===== config.mk =====
export PLATFORM = sky130hd
export DESIGN_NAME = seq_pattern_tx_flat
export DESIGN_NICKNAME = d
export VERILOG_FILES = /design/src/rtl/seq_pkg.sv /design/src/rtl/seq_pattern_tx_if.sv /design/src/rtl/piso_shift.sv /design/src/rtl/seq_pattern_tx.sv /design/src/flat_wrapper.sv
export SDC_FILE = /design/constraint.sdc
export NUM_CORES = 1
export LEC_CHECK = 0
export ABC_AREA = 1
export CAP_MARGIN = 5
export CORE_ASPECT_RATIO = 0.7
export CORE_MARGIN = 2
export CORE_UTILIZATION = 53
export DETAILED_ROUTE_END_ITERATION = 7
export MAX_ROUTING_LAYER = met4
export PLACE_DENSITY = 0.8
export SETUP_SLACK_MARGIN = 0.3
export SLEW_MARGIN = 20
export SYNTH_ARGS = -nofsm -noshare
export SYNTH_HDL_FRONTEND = slang
export SYNTH_SLANG_ARGS = --single-unit

===== constraint.sdc =====
create_clock -name clk -period 2.2 [get_ports clk]
set_input_delay 0.44 -clock clk [delete_from_list [all_inputs] [get_ports clk]]
set_output_delay 0.44 -clock clk [all_outputs]
set_load 0.01 [all_outputs]

===== src/rtl/seq_pkg.sv =====
// Shared definitions for the serial sequence transmitter and detectors:
// FSM state encoding and default pattern/count widths.
package seq_pkg;

  localparam int PAT_W_DEF = 4;
  localparam int CNT_W_DEF = 8;
  localparam int GAP_W_DEF = 3;

  typedef enum logic [1:0] {
    ST_IDLE  = 2'd0,
    ST_SHIFT = 2'd1,
    ST_GAP   = 2'd2,
    ST_DONE  = 2'd3
  } state_t;

endpackage


===== src/rtl/seq_pattern_tx_if.sv =====
// Ready/valid serial bit link between the pattern transmitter and a detector.
interface seq_pattern_tx_if;
  logic dout;
  logic dout_valid;
  logic dout_ready;

  modport master (output dout, output dout_valid, input dout_ready);
  modport slave  (input dout, input dout_valid, output dout_ready);
endinterface


===== src/rtl/piso_shift.sv =====
// Parallel-load, shift-left register; the MSB is the serial output bit.
module piso_shift #(
  parameter int W = 4
) (
  input  logic         clk,
  input  logic         reset,
  input  logic         load,
  input  logic         shift_en,
  input  logic [W-1:0] din,
  output logic         msb
);

  logic [W-1:0] sr_q;

  // NOTE: registers are written with <= so every flop samples pre-edge values.
  always_ff @(posedge clk) begin
    if (!reset) begin
      sr_q <= '0;
    end else if (load) begin
      sr_q <= din;
    end else if (shift_en) begin
      sr_q <= {sr_q[W-2:0], 1'b0};
    end
  end

  assign msb = sr_q[W-1];

endmodule


===== src/rtl/seq_pattern_tx.sv =====
// Serial pattern transmitter: sends a latched pattern MSB-first for a number
// of frames, with an optional zero-bit gap between frames, over a ready/valid link.
module seq_pattern_tx
  import seq_pkg::*;
#(
  parameter int PAT_W = PAT_W_DEF,
  parameter int CNT_W = CNT_W_DEF,
  parameter int GAP_W = GAP_W_DEF
) (
  input  logic             clk,
  input  logic             reset,
  input  logic             start,
  input  logic             abort,
  input  logic [PAT_W-1:0] pattern,
  input  logic [CNT_W-1:0] reps,
  input  logic [GAP_W-1:0] gap_len,
  seq_pattern_tx_if.master tx,
  output logic             busy,
  output logic             done,
  output logic [CNT_W-1:0] frame_cnt
);

  localparam int IDX_W = $clog2(PAT_W);

  state_t             state_q, state_d;
  logic [PAT_W-1:0]   pat_q;
  logic [CNT_W-1:0]   reps_q;
  logic [GAP_W-1:0]   gap_q;
  logic [GAP_W-1:0]   gap_cnt_q;
  logic [CNT_W-1:0]   frame_cnt_q;
  logic [IDX_W-1:0]   bit_idx_q;
  logic [CNT_W:0]     frame_inc;
  logic               xfer, last_bit, last_frame, gap_end;
  logic               sh_load, sh_en, sh_msb;
  logic [PAT_W-1:0]   sh_din;

  assign xfer       = (state_q == ST_SHIFT || state_q == ST_GAP) && tx.dout_ready;
  assign last_bit   = (bit_idx_q == IDX_W'(PAT_W - 1));
  // One extra bit so reps = all-ones is reached without wrapping.
  assign frame_inc  = {1'b0, frame_cnt_q} + {{CNT_W{1'b0}}, 1'b1};
  assign last_frame = (frame_inc == {1'b0, reps_q});
  assign gap_end    = (gap_cnt_q == GAP_W'(1));

  // State register
  always_ff @(posedge clk) begin
    if (!reset) state_q <= ST_IDLE;
    else        state_q <= state_d;
  end

  // Next-state logic
  always_comb begin
    // NOTE: default first so no path through this block can infer a latch.
    state_d = state_q;
    case (state_q)
      ST_IDLE:  if (start) state_d = (reps != '0) ? ST_SHIFT : ST_DONE;
      ST_SHIFT: begin
        if (abort) state_d = ST_IDLE;
        else if (xfer && last_bit) begin
          if (last_frame)        state_d = ST_DONE;
          else if (gap_q != '0)  state_d = ST_GAP;
        end
      end
      ST_GAP: begin
        if (abort)                state_d = ST_IDLE;
        else if (xfer && gap_end) state_d = ST_SHIFT;
      end
      default:                    state_d = ST_IDLE;
    endcase
  end

  // Output decode: driven only from registers
  always_comb begin
    tx.dout       = 1'b0;
    tx.dout_valid = 1'b0;
    busy          = 1'b1;
    done          = 1'b0;
    case (state_q)
      ST_IDLE:  busy = 1'b0;
      ST_SHIFT: begin
        tx.dout       = sh_msb;
        tx.dout_valid = 1'b1;
      end
      ST_GAP:   tx.dout_valid = 1'b1;
      default:  done = 1'b1;
    endcase
  end

  // Burst fields, counters and bit index
  always_ff @(posedge clk) begin
    if (!reset) begin
      pat_q       <= '0;
      reps_q      <= '0;
      gap_q       <= '0;
      gap_cnt_q   <= '0;
      frame_cnt_q <= '0;
      bit_idx_q   <= '0;
    end else begin
      case (state_q)
        ST_IDLE: if (start) begin
          pat_q       <= pattern;
          reps_q      <= reps;
          gap_q       <= gap_len;
          frame_cnt_q <= '0;
          bit_idx_q   <= '0;
        end
        ST_SHIFT: if (!abort && xfer) begin
          bit_idx_q <= last_bit ? '0 : bit_idx_q + IDX_W'(1);
          if (last_bit) begin
            frame_cnt_q <= frame_inc[CNT_W-1:0];
            gap_cnt_q   <= gap_q;
          end
        end
        ST_GAP: if (!abort && xfer) gap_cnt_q <= gap_cnt_q - GAP_W'(1);
        default: ;
      endcase
    end
  end

  // Shift register is loaded from the input on start and from the latched copy on reload.
  always_comb begin
    sh_din  = pat_q;
    sh_load = 1'b0;
    sh_en   = 1'b0;
    case (state_q)
      ST_IDLE: begin
        sh_din  = pattern;
        sh_load = start && (reps != '0);
      end
      ST_SHIFT: begin
        sh_en   = xfer && !abort;
        sh_load = xfer && !abort && last_bit && !last_frame && (gap_q == '0);
      end
      ST_GAP:   sh_load = xfer && !abort && gap_end;
      default: ;
    endcase
  end

  piso_shift #(.W(PAT_W)) u_piso (
    .clk      (clk),
    .reset    (reset),
    .load     (sh_load),
    .shift_en (sh_en),
    .din      (sh_din),
    .msb      (sh_msb)
  );

  assign frame_cnt = frame_cnt_q;

endmodule


===== src/flat_wrapper.sv =====
// flat-port wrapper written by rule: the top's interface ports become plain ports
module seq_pattern_tx_flat import seq_pkg::*;
#(
  parameter int PAT_W = PAT_W_DEF,
  parameter int CNT_W = CNT_W_DEF,
  parameter int GAP_W = GAP_W_DEF
)
  (clk, reset, start, abort, pattern, reps, gap_len, busy, done, frame_cnt, tx_dout, tx_dout_valid, tx_dout_ready);
  seq_pattern_tx_if tx_i ();
  input  logic clk;
  input  logic reset;
  input  logic start;
  input  logic abort;
  input  logic [PAT_W-1:0] pattern;
  input  logic [CNT_W-1:0] reps;
  input  logic [GAP_W-1:0] gap_len;
  output logic busy;
  output logic done;
  output logic [CNT_W-1:0] frame_cnt;
  output wire logic [$bits(tx_i.dout)-1:0] tx_dout;
  output wire logic [$bits(tx_i.dout_valid)-1:0] tx_dout_valid;
  input wire logic [$bits(tx_i.dout_ready)-1:0] tx_dout_ready;
  assign tx_dout = tx_i.dout;
  assign tx_dout_valid = tx_i.dout_valid;
  assign tx_i.dout_ready = tx_dout_ready;
  seq_pattern_tx #(.PAT_W(PAT_W), .CNT_W(CNT_W), .GAP_W(GAP_W)) u_core (.clk(clk), .reset(reset), .start(start), .abort(abort), .pattern(pattern), .reps(reps), .gap_len(gap_len), .tx(tx_i), .busy(busy), .done(done), .frame_cnt(frame_cnt));
endmodule

# After elaboration in Yosys (flattened, before gate mapping)
# Index checks and enable logic that the tools add are counted.
# classes
mux	30
n_addsub	3
n_reduce_logical	26
n_lt_le_gt_ge	0
n_eq_ne	12
n_div	0
multipliers	0
bitwise	0
shift	0
# ops
op	n
two-way mux 8 bit	3
two-way mux 2 bit	11
case mux 8 bit (2 select lines)	1
two-way mux 4 bit	3
AND reduction 4 bit	3
adder 8 x 1 -> 9 bit, second input constant	1
equality test 9 x 8 -> 1 bit	1
logical AND 1 bit	9
two-way mux 3 bit	3
nonzero test 8 bit	1
!= test 2 bit, second input constant	3
!= test 3 bit, second input constant	2
case mux 2 bit (3 select lines)	1
case mux 3 bit (2 select lines)	1
nonzero test 2 bit	3
two-way mux 1 bit	5
equality test 2 bit, second input constant	2
!= test 4 x 3 -> 1 bit, second input constant	1
case mux 2 bit (2 select lines)	1
equality test 3 x 1 -> 1 bit, second input constant	1
logical NOT 3 bit	1
case mux 1 bit (3 select lines)	1
AND reduction 3 bit	1
nonzero test 3 bit	1
other kinds (10)	11
# totals
input_bits	20
word_cells	79
memories	0
out_inout_bits	12
reg_bits	34
ram_bits	0
latchBits	0
mem_bits_ro	0

# Longest topological paths before layout
# logic_depth
depth_word	9
mapped_depth	16
depth_no_buf	16

# Cells and area by module
# A second synthesis with hierarchy kept.
# unflattened
cells_unflattened	293
hier_area_um2	2018.2
# modules_own_cells
module	cells_each	area_per_inst_um2	seq_area_each_um2	n_inst
seq_pattern_tx	264	1830.5	600.6	1
piso_shift	29	187.7	80.1	1

# Worst setup path before layout
# OpenSTA, ideal clock, no wires.
# synth_timing
path_type	reg2reg
from	reg u_core.state_q[0]
to	reg u_core.frame_cnt_q[2] (netlist: u_core.frame_cnt[2])
setup_time_ps	70
stages_incl_launch_ff	13
path_slack_ps	392
n_path_buf	0
t_arrival_ps	1737
synth_period_minus_slack_ps	1808
required_ps	2130
cell_sequence	dfxtp_1 > inv_1 > ha_1 > nand2_1 > nor2_1 > nor2_1 > nor2_1 > nand2_1 > inv_1 > nand2_1 > inv_1 > nand3_1 > a21oi_1
# synth_between
elab_chain_cells	6
elab_cells_between_ends	12
classes_between	eq/ne: 5; mux: 1; reduce/logical: 6
# synth_rtl
element	line	rtl
start, declared	seq_pattern_tx.sv:25	state_t state_q, state_d;
start signal, assigned	seq_pattern_tx.sv:47	else state_q <= state_d;
equality test 2 x 1 -> 1 bit / equality test 2 bit (equally long branches)	seq_pattern_tx.sv:37, seq_pattern_tx.sv:98	
logical OR 1 bit	seq_pattern_tx.sv:37	assign xfer = (state_q == ST_SHIFT || state_q == ST_GAP) && tx.dout_ready;
logical AND 1 bit	seq_pattern_tx.sv:37	
logical AND 1 bit	seq_pattern_tx.sv:106	ST_SHIFT: if (!abort && xfer) begin
!= test 2 bit (no line)	--	
AND reduction 4 bit (no line)	--	
end signal, assigned	seq_pattern_tx.sv:109	frame_cnt_q <= frame_inc[CNT_W-1:0];
end, declared	seq_pattern_tx.sv:30	logic [CNT_W-1:0] frame_cnt_q;
# Parallel ways exist; a longest one is shown, timed or not.
# A chain may end at the register's enable or synchronous reset.

# Worst setup path in the final report
# layout_timing
from	reg u_core.frame_cnt_q[1] (netlist: u_core.frame_cnt[1])
to	reg u_core.u_piso.sr_q[2]
# layout_between
elab_chain_cells	7
elab_cells_between_ends	8
classes_between	add/sub: 1; eq/ne: 1; mux: 2; reduce/logical: 4
# layout_rtl
element	line	rtl
adder 8 x 1 -> 9 bit (*)	seq_pattern_tx.sv:40	assign frame_inc = {1'b0, frame_cnt_q} + {{CNT_W{1'b0}}, 1'b1};
equality test 9 x 8 -> 1 bit (*)	seq_pattern_tx.sv:41	assign last_frame = (frame_inc == {1'b0, reps_q});
logical NOT 1 bit (*)	seq_pattern_tx.sv:131	sh_load = xfer && !abort && last_bit && !last_frame && (gap_q == '0);
logical AND 1 bit (*) (2 in series)	seq_pattern_tx.sv:131	
case mux 1 bit (3 select lines) (*)	seq_pattern_tx.sv:124	case (state_q)
two-way mux 4 bit / nonzero test 2 bit (equally long branches)	--	
end signal, assigned	piso_shift.sv:20	sr_q <= din;
end signal, assigned	piso_shift.sv:22	sr_q <= {sr_q[W-2:0], 1'b0};
end, declared	piso_shift.sv:13	logic [W-1:0] sr_q;
# Every way passes the cells marked *; elsewhere a longest branch is shown, timed or not.

==> summary.txt <==
Run status
  • Status: complete, no violations

Drt
  • DRC: 0
  • Routed wire per std cell: 12.9 µm
  • Detailed-route vias per instance: 5.16
  • DRT antenna net count: 0
  • Final WL: 4.89 mm
  • DRT iter0 DRCs: between 100 and 150
  • Via count: 1959
  • Drt pass-1 iters: 4

Yosys
  • Syn Area/Cell: ~6.7 µm²
  • EDFF count, synth: 0
  • Yosys warns: 0
  • Async SR Flop Fraction: 0
  • Top_reg_cell synth: dfxtp_1
  • Synth Area in Compound Gates: 0.169
  • Adder-cell share of the synthesized area: 0.0520
  • Post-synthesis cell count: 288
  • Xor/xnor cell area share of the yosys netlist: 0.0267
  • Largest family of logic cells by synthesized area: simple AND/OR/NAND/NOR gates
  • Simple-gate share of the synthesized area: 0.306
  • Post-synthesis mux area share: 0
  • Synthesized Nets: 316
  • Netlist cell types: 30
  • Seq/Total Area, Yosys: 0.354
  • Cell area after synthesis: 1920 µm²
  • Register bit total from synthesis: 34

Timing
  • Slew HR: 0.640
  • Fin. max-slew vios: 0
  • TNS Setup: 0 ns
  • RSZ-0062 raised after global routing: true
  • Final setup vio count: 0
  • Max Fclk: 542 MHz
  • Crit path time final: 1.84 ns
  • Worst Skew: 0.00567 ns
  • Final hold violation count: 0
  • Worst-margin pin slew: 0.539 ns
  • Fin crit share: 0.838

Cells and area
  • Fillers: ~290
  • Area grow syn2layout: 31.2%
  • Number of diodes: 0
  • Final net count: ~360
  • Share of layout cells above drive strength 1: 0.164
  • Final core utilization: 0.723

Clock network
  • CTS Buffer Depth: 2
  • H-tree levels: 2
  • Worst-path clk slew: 0.07 ns
  • Inserted Clock Buffers: 5
  • CTS tree: yes
  • Cts-stage hold buffer count: 0
  • Clock latency on the worst-skew pair: 0.29 ns
  • Clock sinks: 34
  • Clk root buf: clkbuf_8

Setup path
  • Critical Path AT: 2.00 ns
  • Reg2reg path depth: 14
  • Crit path kind: flip-flop to flip-flop
  • R2r setup slk: 0.36 ns
  • CP Max Fanout: 7
  • Critical path endpoint category: flip-flop
  • RR Startpoint: u_core.frame_cnt[1]
  • Crit path required time: 2.36 ns
  • CP Launch Type: flip-flop
  • Worst r2r dst: u_core.u_piso.sr_q[2]
  • Worst setup path end: u_core.u_piso.sr_q[2]
  • Worst setup path start: u_core.frame_cnt[1]

Global routing
  • GRT Total Usage: 0.257
  • Initial antenna violation count: 0
  • First-pass GRT wire length: 7.91 mm
  • Vias in the first global route: approximately 1.7k
  • Pin count of the biggest net entering global routing: 17
  • Gr ovfl total: 0

Floorplanning
  • # IOs: 32
  • Cell row count: 18
  • Initial Utilization: 0.551
  • Core Box Area: around 3500 µm²
  • Die area: 4130 µm²
  • Die W: 76.0 µm
  • Die span in y: 54.4 µm

Placement
  • IO buf count: 31
  • GPL Wtd Cong: between 0.8 and 0.9
  • Post-DP HPWL: 3.58 mm

Power and ir drop
  • Final total power: 1.91 mW
  • PwrDens: ~760 nW/µm²
  • Peak supply drop: between 0.5 and 0.6 mV
  • Lkg Pwr: 1.09 nW

Worst hold path
  • Hold Crit Class: flip-flop to flip-flop

Run
  • Max_cap viols: 0
==> worst max-delay path, stage by stage, from the launching register on <==
cell,delay (ns)
dfxtp_4,0.38
ha_4,0.18
nand3_4,0.09
o21ai_2,0.17
nand2_1,0.09
nand2_1,0.06
nand2_1,0.05
nor2_2,0.14
nand3_2,0.11
nand2_2,0.10
nand2_4,0.07
nand2_4,0.10
nand2_2,0.05
nand2_1,0.05
a21oi_1,0.06
==> cells by family (layout without fill, tap and decap cells) <==
kind of cell,Yosys count,in the layout
AND/OR/NAND/NOR,135,135
XOR/XNOR,5,5
buffers and inverters,47,89
adder cells (fa/ha/maj),8,8
flip-flops,34,34
AO/OA/AOI/OAI,59,59
==> through the flow <==
step	std cells	cell area (µm²)	hold slack (ns)	worst slack, ns
floorplan	288	1920	0.434	0.392
global placement	371	2330	0.451	0.175
detailed placement	371	2330	0.464	0.152
CTS	378	2450	0.473	0.169
global route	380	2520	0.497	0.173
finish	380	2520	0.471	0.355
==> routing by layer <==
metal  track usage  wire (µm)
met2         0.388       2040
met3        0.0594        281
met5             -          0
met1         0.338       2470
met4         0.109         88
==> what timing repair did <==
action                                  CTS  global route
pin swaps                                 1             7
gates resized for setup                  15            20
endpoints found under the hold margin     0             0
endpoints found under the setup margin    9            12
buffers inserted                          1             2
==> sequential cells by signal (all words and copies together), names as in the netlist <==
register	flops
u_core.pat_q	4
u_core.u_piso.sr_q	4
u_core.bit_idx_q	2
u_core.gap_q	3
u_core.state_q	2
u_core.gap_cnt_q	3
u_core.reps_q	8
u_core.frame_cnt	8
==> area by class of cell <==
cell class              instances  area, µm²  area share
clock buffers                   6       82.6      0.0327
inverters                      41        154      0.0610
multi-input cells             207       1130       0.450
flip-flops and latches         34        697       0.276
well taps                      50       62.6      0.0248
repair buffers                 42        393       0.156
==> synthesized netlist by cell type (2+ instances only) <==
| cell | number | share of area |
|---|---|---|
| ha_1 | 8 | 0.052 |
| nand2_2 | 2 | 0.0065 |
| a21oi_1 | 24 | 0.062 |
| nor2_2 | 2 | 0.0065 |
| nor2_1 | 26 | 0.051 |
| o21ai_0 | 24 | 0.062 |
| a211oi_1 | 3 | 0.012 |
| nand3b_1 | 2 | 0.0078 |
| dfxtp_1 | 34 | 0.35 |
| xor2_1 | 3 | 0.014 |
| o22ai_1 | 2 | 0.0065 |
| nand2_1 | 69 | 0.13 |
| nand3_1 | 25 | 0.065 |
| clkbuf_1 | 5 | 0.0098 |
| nor3_1 | 2 | 0.0052 |
| or2_2 | 2 | 0.0065 |
| inv_1 | 41 | 0.080 |
| nand2_4 | 2 | 0.012 |
==> placed cells by master, fill, tap and decap left out, types with 3 or more instances in the layout <==
cell and instances:
clkbuf_8 6, inv_2 5, xor2_1 3, dfxtp_1 27, inv_1 36, nand3_1 23
a211oi_1 3, ha_1 5, o21ai_0 24, nor2_1 23, nor2_2 4, dfxtp_4 3
buf_4 11, clkdlybuf4s50_1 28, nand2_1 64, dfxtp_2 4, a21oi_1 24, nand2_2 7
==> report_power, final <==
| part | internal [mW] | switching [mW] |
|---|---|---|
| clock network | 0.241 | 0.224 |
| logic | 0.293 | 0.391 |
| registers | 0.705 | 0.0595 |
==> worst min-delay path by stage <==
stage | start | end | slack [ns] | depth (start not counted)
6_report | u_core.reps_q[7] | u_core.reps_q[7] | 0.47 | 2
5_1_grt | u_core.pat_q[0] | u_core.pat_q[0] | 0.50 | 2
4_1_cts | u_core.bit_idx_q[1] | u_core.bit_idx_q[1] | 0.47 | 2
3_5_place_dp | u_core.bit_idx_q[1] | u_core.bit_idx_q[1] | 0.46 | 2
3_3_place_gp | u_core.pat_q[0] | u_core.pat_q[0] | 0.45 | 2
2_1_floorplan | u_core.pat_q[0] | u_core.pat_q[0] | 0.43 | 2
(Power assumes the default switching activity.)
